### src/rtl/hazard_scoreboard.sv
// D-stage hazard unit with an internal shift-register scoreboard of in-flight writers.
// Produces the stall, D/E forwarding selects, the MDU busy interlock and the eret/EPC interlock.
module hazard_scoreboard #(
  parameter int DEPTH     = 3,
  parameter int AW        = 5,
  parameter int TW        = 2,
  parameter int SW        = 2,
  parameter int MULT_LAT  = 5,
  parameter int DIV_LAT   = 10,
  parameter int EPC_ADDR  = 14,
  parameter int EPC_SLOTS = 2,
  parameter int SCW       = 32
) (
  input  logic             clk,
  input  logic             reset,
  input  logic             d_valid,
  input  logic [AW-1:0]    d_ra1,
  input  logic [AW-1:0]    d_ra2,
  input  logic [TW-1:0]    d_tuse_rs,
  input  logic [TW-1:0]    d_tuse_rt,
  input  logic             d_we,
  input  logic [AW-1:0]    d_wa,
  input  logic [TW-1:0]    d_tnew,
  input  logic             d_md_start,
  input  logic             d_is_div,
  input  logic             d_md_use,
  input  logic             d_mtc0_epc,
  input  logic             d_eret,
  input  logic             flush_d,
  input  logic [DEPTH-1:0] flush_mask,
  input  logic [AW-1:0]    e_ra1,
  input  logic [AW-1:0]    e_ra2,
  output logic             stall,
  output logic [SW-1:0]    fwd_rs_d,
  output logic [SW-1:0]    fwd_rt_d,
  output logic [SW-1:0]    fwd_rs_e,
  output logic [SW-1:0]    fwd_rt_e,
  output logic             md_busy,
  output logic [SCW-1:0]   stall_cnt
);

  localparam int CW = $clog2(DIV_LAT + 2);

  typedef struct packed {
    logic          valid;
    logic [AW-1:0] wa;
    logic [TW-1:0] rem;
    logic          md;
    logic          epc;
  } slot_t;

  typedef struct packed {
    logic [SW-1:0] idx;
    logic [TW-1:0] rem;
  } hit_t;

  slot_t slot_reg  [1:DEPTH];
  slot_t slot_next [1:DEPTH];

  logic [CW-1:0] md_cnt_reg;
  logic [CW-1:0] md_load_reg;
  logic [CW-1:0] md_load;
  logic          issue;
  logic          stall_rs;
  logic          stall_rt;
  logic          md_stall;
  logic          eret_any;
  logic          eret_stall;
  hit_t          hit_rs_d;
  hit_t          hit_rt_d;
  hit_t          hit_rs_e;
  hit_t          hit_rt_e;

  // Lowest-index (youngest) valid slot at or above lo writing address a; idx 0 means no match.
  function automatic hit_t youngest(input logic [AW-1:0] a, input int lo);
    hit_t h;
    h = '0;
    for (int k = DEPTH; k >= 1; k--) begin
      if (k >= lo && slot_reg[k].valid && slot_reg[k].wa == a && a != '0) begin
        h.idx = SW'(k);
        h.rem = slot_reg[k].rem;
      end
    end
    return h;
  endfunction

  assign md_busy = (md_cnt_reg != '0);
  assign md_load = d_is_div ? CW'(DIV_LAT + 1) : CW'(MULT_LAT + 1);

  always_comb begin
    hit_rs_d = youngest(d_ra1, 1);
    hit_rt_d = youngest(d_ra2, 1);
    hit_rs_e = youngest(e_ra1, 2);
    hit_rt_e = youngest(e_ra2, 2);

    // A miss reports rem 0, so it can neither stall nor forward.
    stall_rs = hit_rs_d.rem > d_tuse_rs;
    stall_rt = hit_rt_d.rem > d_tuse_rt;
    fwd_rs_d = (hit_rs_d.rem == '0) ? hit_rs_d.idx : '0;
    fwd_rt_d = (hit_rt_d.rem == '0) ? hit_rt_d.idx : '0;
    fwd_rs_e = (hit_rs_e.rem == '0) ? hit_rs_e.idx : '0;
    fwd_rt_e = (hit_rt_e.rem == '0) ? hit_rt_e.idx : '0;

    eret_any = 1'b0;
    for (int k = 1; k <= EPC_SLOTS; k++) begin
      if (slot_reg[k].valid && slot_reg[k].epc) eret_any = 1'b1;
    end
    eret_stall = d_eret && eret_any;
    md_stall   = d_md_use && md_busy;

    stall = d_valid && !flush_d && (stall_rs || stall_rt || md_stall || eret_stall);
    issue = d_valid && !stall && !flush_d;
  end

  always_comb begin
    slot_next[1] = '0;
    if (issue) begin
      slot_next[1].valid = 1'b1;
      slot_next[1].wa    = d_we ? d_wa : '0;
      slot_next[1].rem   = d_tnew;
      slot_next[1].md    = d_md_start;
      slot_next[1].epc   = d_mtc0_epc;
    end
    for (int k = 2; k <= DEPTH; k++) begin
      slot_next[k] = slot_reg[k-1];
      if (slot_reg[k-1].rem != '0) slot_next[k].rem = slot_reg[k-1].rem - TW'(1);
      if (flush_mask[k-2]) slot_next[k] = '0;
    end
  end

  always_ff @(posedge clk or posedge reset) begin
    if (reset) begin
      for (int k = 1; k <= DEPTH; k++) slot_reg[k] <= '0;
    end else begin
      for (int k = 1; k <= DEPTH; k++) slot_reg[k] <= slot_next[k];
    end
  end

  // The +1 in the load value covers the E cycle; a mult/div killed in E cancels its count.
  always_ff @(posedge clk or posedge reset) begin
    if (reset) begin
      md_cnt_reg  <= '0;
      md_load_reg <= '0;
    end else if (issue && d_md_start) begin
      md_cnt_reg  <= md_load;
      md_load_reg <= md_load;
    end else if (flush_mask[0] && slot_reg[1].valid && slot_reg[1].md && md_cnt_reg == md_load_reg) begin
      md_cnt_reg <= '0;
    end else if (md_cnt_reg != '0) begin
      md_cnt_reg <= md_cnt_reg - CW'(1);
    end
  end

  always_ff @(posedge clk or posedge reset) begin
    if (reset) begin
      stall_cnt <= '0;
    end else if (stall && stall_cnt != '1) begin
      stall_cnt <= stall_cnt + SCW'(1);
    end
  end

  // The oldest slot has no successor to flush, and EPC decoding happens upstream.
  logic unused_bits;
  assign unused_bits = ^{flush_mask[DEPTH-1], AW'(EPC_ADDR)};

endmodule
### config.mk
export PLATFORM = sky130hd
export DESIGN_NAME = hazard_scoreboard
export DESIGN_NICKNAME = d
export VERILOG_FILES = /design/src/rtl/hazard_scoreboard.sv
export SDC_FILE = /design/constraint.sdc
export NUM_CORES = 1
export LEC_CHECK = 0
export CORE_MARGIN = 3
export CORE_UTILIZATION = 30
export CTS_BUF_LIST = sky130_fd_sc_hd__clkbuf_8 sky130_fd_sc_hd__clkbuf_16
export DETAILED_ROUTE_END_ITERATION = 7
export PLACE_DENSITY = 0.58
export SYNTH_ARGS = -nofsm -noshare
export SYNTH_HDL_FRONTEND = slang
export SYNTH_SLANG_ARGS = --single-unit
export TNS_END_PERCENT = 1
### constraint.sdc
create_clock -name clk -period 7.05 [get_ports clk]
set_input_delay 1.0575 -clock clk [delete_from_list [all_inputs] [get_ports clk]]
set_output_delay 1.0575 -clock clk [all_outputs]
set_load 0.01 [all_outputs]
Yosys cells after proc, flatten, opt, wreduce, memory -nomap -nowiden
Index checks and enable logic that the tools add are counted.
{"block": "totals", "register_bits": 68, "latchBits": 0, "mem_bits_rw": 0, "mem_bits_ro": 0, "in_bits": 44, "output_inout_bits": 42, "elab_cells": 110, "mem_count": 0}
{"block": "classes", "n_addsub": 4, "mul": 0, "div_mod_pow": 0, "order_cmp": 2, "eq_ne": 12, "n_shift": 0, "n_mux": 26, "bitwise_logic": 0, "n_reduce_logical": 50}
{"operator": "$mux 4", "n": 14}
{"operator": "$eq 5x5->1", "n": 10}
{"operator": "$logic_and 1x1->1", "n": 33}
{"operator": "$add 32x1->32 const B", "n": 1}
{"operator": "$ne 32x32->1 const B", "n": 1}
{"operator": "$mux 10", "n": 3}
{"operator": "$reduce_bool 5->1", "n": 4}
{"operator": "$mux 2", "n": 6}
{"operator": "$logic_not 2->1", "n": 4}
{"operator": "$mux 5", "n": 1}
{"operator": "$eq 4x4->1", "n": 1}
{"operator": "$gt 2x2->1", "n": 2}
{"operator": "$reduce_bool 2->1", "n": 2}
{"operator": "$reduce_bool 4->1", "n": 1}
{"operator": "$sub 2x1->2 const B", "n": 2}
{"operator": "$sub 4x1->4 const B", "n": 1}
{"operator": "$logic_or 1x1->1", "n": 3}
{"operator": "$reduce_bool 3->1", "n": 1}
{"operator": "$logic_not 1->1", "n": 2}
{"operator": "$mux 1", "n": 2}

Longest topological paths before layout
{"block": "depth", "word_depth": 16, "mapped_depth": 15, "depth_no_buf": 14}

Least setup slack after synthesis
OpenSTA, ideal clock, no wires.
{"block": "synth_path", "path_type": "input-to-output", "from": "in d_ra1[1]", "to": "out stall", "t_arrival_ps": 3456, "required_time_ps": 5992, "setup_slack_ps": 2537, "stages": 10, "path_buffers": 0, "path_cell_list": "or4_1 > nor2_2 > nor3_1 > a211oi_1 > nor2_1 > ha_1 > and2b_2 > a2bb2oi_1 > o311ai_4 > inv_1"}
{"block": "synth_between", "elab_chain_cells": 11, "elab_cells_between_ends": 18, "classes_between": "order compare: 1; eq/ne: 3; mux: 3; reduce/logical: 11"}
{"element": "start: declaration", "line_no": "17", "text": "input logic [AW-1:0] d_ra1,"}
{"element": "$eq 5x5->1", "line_no": "79", "text": "if (k >= lo && slot_reg[k].valid && slot_reg[k].wa == a && a != '0) begin"}
{"element": "$logic_and 1x1->1 (2 in series)", "line_no": "79"}
{"element": "$mux 4 (2 in series)", "line_no": "79"}
{"element": "$mux 4 *", "line_no": "79"}
{"element": "$gt 2x2->1 *", "line_no": "97", "text": "stall_rs = hit_rs_d.rem > d_tuse_rs;"}
{"element": "$logic_or 1x1->1 * (3 in series)", "line_no": "111", "text": "stall = d_valid && !flush_d && (stall_rs || stall_rt || md_stall || eret_stall);"}
{"element": "$logic_and 1x1->1 *", "line_no": "111"}
{"element": "end: declaration", "line_no": "33", "text": "output logic stall,"}
Mark *: on every way between the ends. The rest lies on a longest branch, timed or not.

Worst setup path in the final report
{"block": "layout_path", "from": "in d_ra2[1]", "to": "out stall"}
{"block": "layout_between", "elab_chain_cells": 11, "elab_cells_between_ends": 18, "classes_between": "order compare: 1; eq/ne: 3; mux: 3; reduce/logical: 11"}
{"element": "start: declaration", "line_no": "18", "text": "input logic [AW-1:0] d_ra2,"}
{"element": "$eq 5x5->1", "line_no": "79"}
{"element": "$logic_and 1x1->1 (2 in series)", "line_no": "79"}
{"element": "$mux 4 (2 in series)", "line_no": "79"}
{"element": "$mux 4 *", "line_no": "79"}
{"element": "$gt 2x2->1 *", "line_no": "98", "text": "stall_rt = hit_rt_d.rem > d_tuse_rt;"}
{"element": "$logic_or 1x1->1 * (3 in series)", "line_no": "111"}
{"element": "$logic_and 1x1->1 *", "line_no": "111"}
Marked as above.

==> flow_summary.yaml <==
layout:
  final_common_cell: "clkdlybuf4s50_1"
  drive_gt1_frac: 0.0711
  areaGrowthSynthToFinish_pct: 34.2
  final_nets: 510
  diodes: 0
  stdcell_area_sq_um: 5100
  layout_common_cells: "clkdlybuf4s50_1 (84), xnor2_1 (74), dfrtp_1 (66)"
  nFillCells: 1230
  largest_register_ffs: 32
worst_setup_path:
  critPathLaunchType: "input pin"
  worstSetupPathType: "in -> out"
  r2r_slack_ns: 2.97
  reg2reg_to: "stall_cnt[30]"
  cp_max_fo: 6
  crit_arrival_ns: 4.76
  worst_ep_required_time_ns: 5.99
  r2r-start: "slot_reg[14]"
  end_kind: "output pin"
  worstRegToRegCells: 13
clock_tree:
  htreeDepth: 3
  cts_tree: "built"
  numCtsBuffers: 9
  cts_sinks: 66
  cts_hold_buffers: 0
  clock_path_buffers: 2
  cts_resized: 0
  clk_pin_slew_worst_paths_ns: 0.05
  cts_setup_buffers: 0
  clock-root-buffer: "clkbuf_16"
  clk_latency_ns: 0.32
synthesis:
  netlist_top_cells_area: "dfrtp_1 (43%), xnor2_1 (17%), nand4_1 (3.5%)"
  synth_ff_type: "dfrtp_1"
  netlist_area_sq_um: 3800
  yosysWarnings: 0
  synth.net_count: 429
  ys_ff_latch: 66
  async_flop_share: 1.00
  synth_area_leader_cell: "dfrtp_1"
  synth_edf_count: 0
  ys_types: 50
  syn_area_per_cell_sq_um: 10.1
  ys_seq_area_frac: 0.435
  synthCells: 378
  synth.top_cell.area_share: 0.435
route:
  routed_wl_mm: 9.75
  ant_nets: 0
  drt_iter0_drc: 119
  drt_first_pass_iters: 4
  drc: 0
  vias: 3097
  wl_per_cell_um: 15.4
  via_per_inst: 4.90
worst_hold_path:
  hp-class: "reg -> reg"
  hold_start: "slot_reg[20]"
  worstHoldPathCells: 1
  holdPathEnd: "slot_reg[10]"
grt:
  antenna_found_initial: 0
  grt_pass1_vias: 3292
  grt_max_degree: 67
  grt_pass1_wl_mm: 16.4
  grt-ovfl-total: 0
  track_usage: 0.143
floorplan:
  fp.dieW_um: 119
  num_rows: 40
  start_util: 0.311
  die_area_sq_um: 14100
  fp.coreArea_sq_um: 12200
  die_h_um: 119
  num_io_pins: 86
sta:
  rsz0062_at_grt: "no"
  finalHoldViolCount: 0
  setup_viol: 0
  timing.final.crit_share: 0.826
  maxSlewViolCount: 0
  tns_ns: 0
  worst_pin_slew_ns: 0.839
  post-route-min-period_ns: 5.82
  clock_skew_ns: 0.00719
  clock.fmax_mhz: 172
  slew_headroom: 0.441
pwr:
  leakagePower_uw: 0.00201
  vdd_ir_drop_max_mv: 0.124
  powerDensity_nw_per_um2: 227
outcome:
  status: "finished clean"
place:
  gp_congestion: 0.875
  portBuffers: 84
  dp_hpwl_mm: 7.25
  placed_cell_area_sq_um: 4780
job:
  cap_violations: 0
[metrics by stage]
step | cells | util | total power, uW | setup slack, ns | hold WS, ns
detailed placement | 616 | 0.391 | 689 | 1.23 | 0.479
finish | 632 | 0.418 | 1160 | 1.23 | 0.491
global route | 632 | 0.418 | 1220 | 1.01 | 0.527
global placement | 616 | 0.391 | 682 | 1.29 | 0.476
floorplan | 378 | - | 596 | 2.54 | 0.442
CTS | 632 | 0.418 | 1170 | 1.23 | 0.495
[critical path, stage by stage]
cell             delay [ns]
clkdlybuf4s50_1        0.51
or4_1                  0.55
nor2_1                 0.20
or4_1                  0.30
nor2_1                 0.07
a31oi_1                0.25
inv_1                  0.08
ha_1                   0.18
and2b_2                0.20
a2bb2oi_1              0.49
o311ai_4               0.22
inv_1                  0.10
clkdlybuf4s50_1        0.54
[area by class of cell]
cell class | count | area [sq um] | area share
Inverter | 13 | 48.8 | 0.00957
Timing Repair Buffer | 85 | 848 | 0.166
Tap cell | 168 | 210 | 0.0412
Sequential cell | 66 | 1650 | 0.324
Clock buffer | 10 | 239 | 0.0468
Multi-Input combinational cell | 284 | 2020 | 0.396
Clock inverter | 6 | 81.3 | 0.0159
[where the power goes]
part,switching [uW],internal [uW],total [uW],leakage [uW]
clock,160,316,476,0.000160
combinational,108,117,225,0.000957
sequential,45.1,413,458,0.000896
[worst max path at each step]
stage	startpoint	to	slack, ns
after global routing	d_ra2[1]	stall	1.01
after global placement	d_ra1[1]	stall	1.29
final	d_ra2[1]	stall	1.23
after detailed placement	d_ra2[1]	stall	1.23
after CTS	d_ra2[1]	stall	1.23
after floorplan	d_ra1[1]	stall	2.54
[layer usage]
metal,up-vias,global-route usage,part of all wire
li1,1478,-,-
met4,0,0.0471,0.015
met1,1512,0.188,0.46
met2,96,0.222,0.46
met3,11,0.0483,0.068
met5,-,0,0
[kinds of logic (layout without fill, tap and decap cells)]
kind of cell / count (synthesis) / after routing / share of synthesized area
xor gates and xnor gates: 84 / 84 / 0.194
DFF: 66 / 66 / 0.435
and+or+nand+nor: 164 / 164 / 0.250
AOI/OAI and AO/OA: 27 / 27 / 0.0596
adders and majority gates: 7 / 7 / 0.0230
buffers and inverters: 28 / 114 / 0.0333
muxes: 2 / 2 / 0.00593
[cells in the mapped netlist (4+ instances only)]
| master | instances |
|---|---|
| xnor2_1 | 74 |
| dfrtp_1 | 66 |
| nand2_1 | 31 |
| nand4_1 | 21 |
| nand3_1 | 19 |
| nor2b_1 | 14 |
| nor3_1 | 13 |
| and3_1 | 12 |
| clkbuf_1 | 12 |
| inv_1 | 12 |
| nor2_1 | 11 |
| xor2_1 | 10 |
| and2_1 | 7 |
| ha_1 | 7 |
| nor4_1 | 7 |
| or4_1 | 5 |
| a211oi_1 | 4 |
No activity file was read; power rests on OpenSTA's default activity.
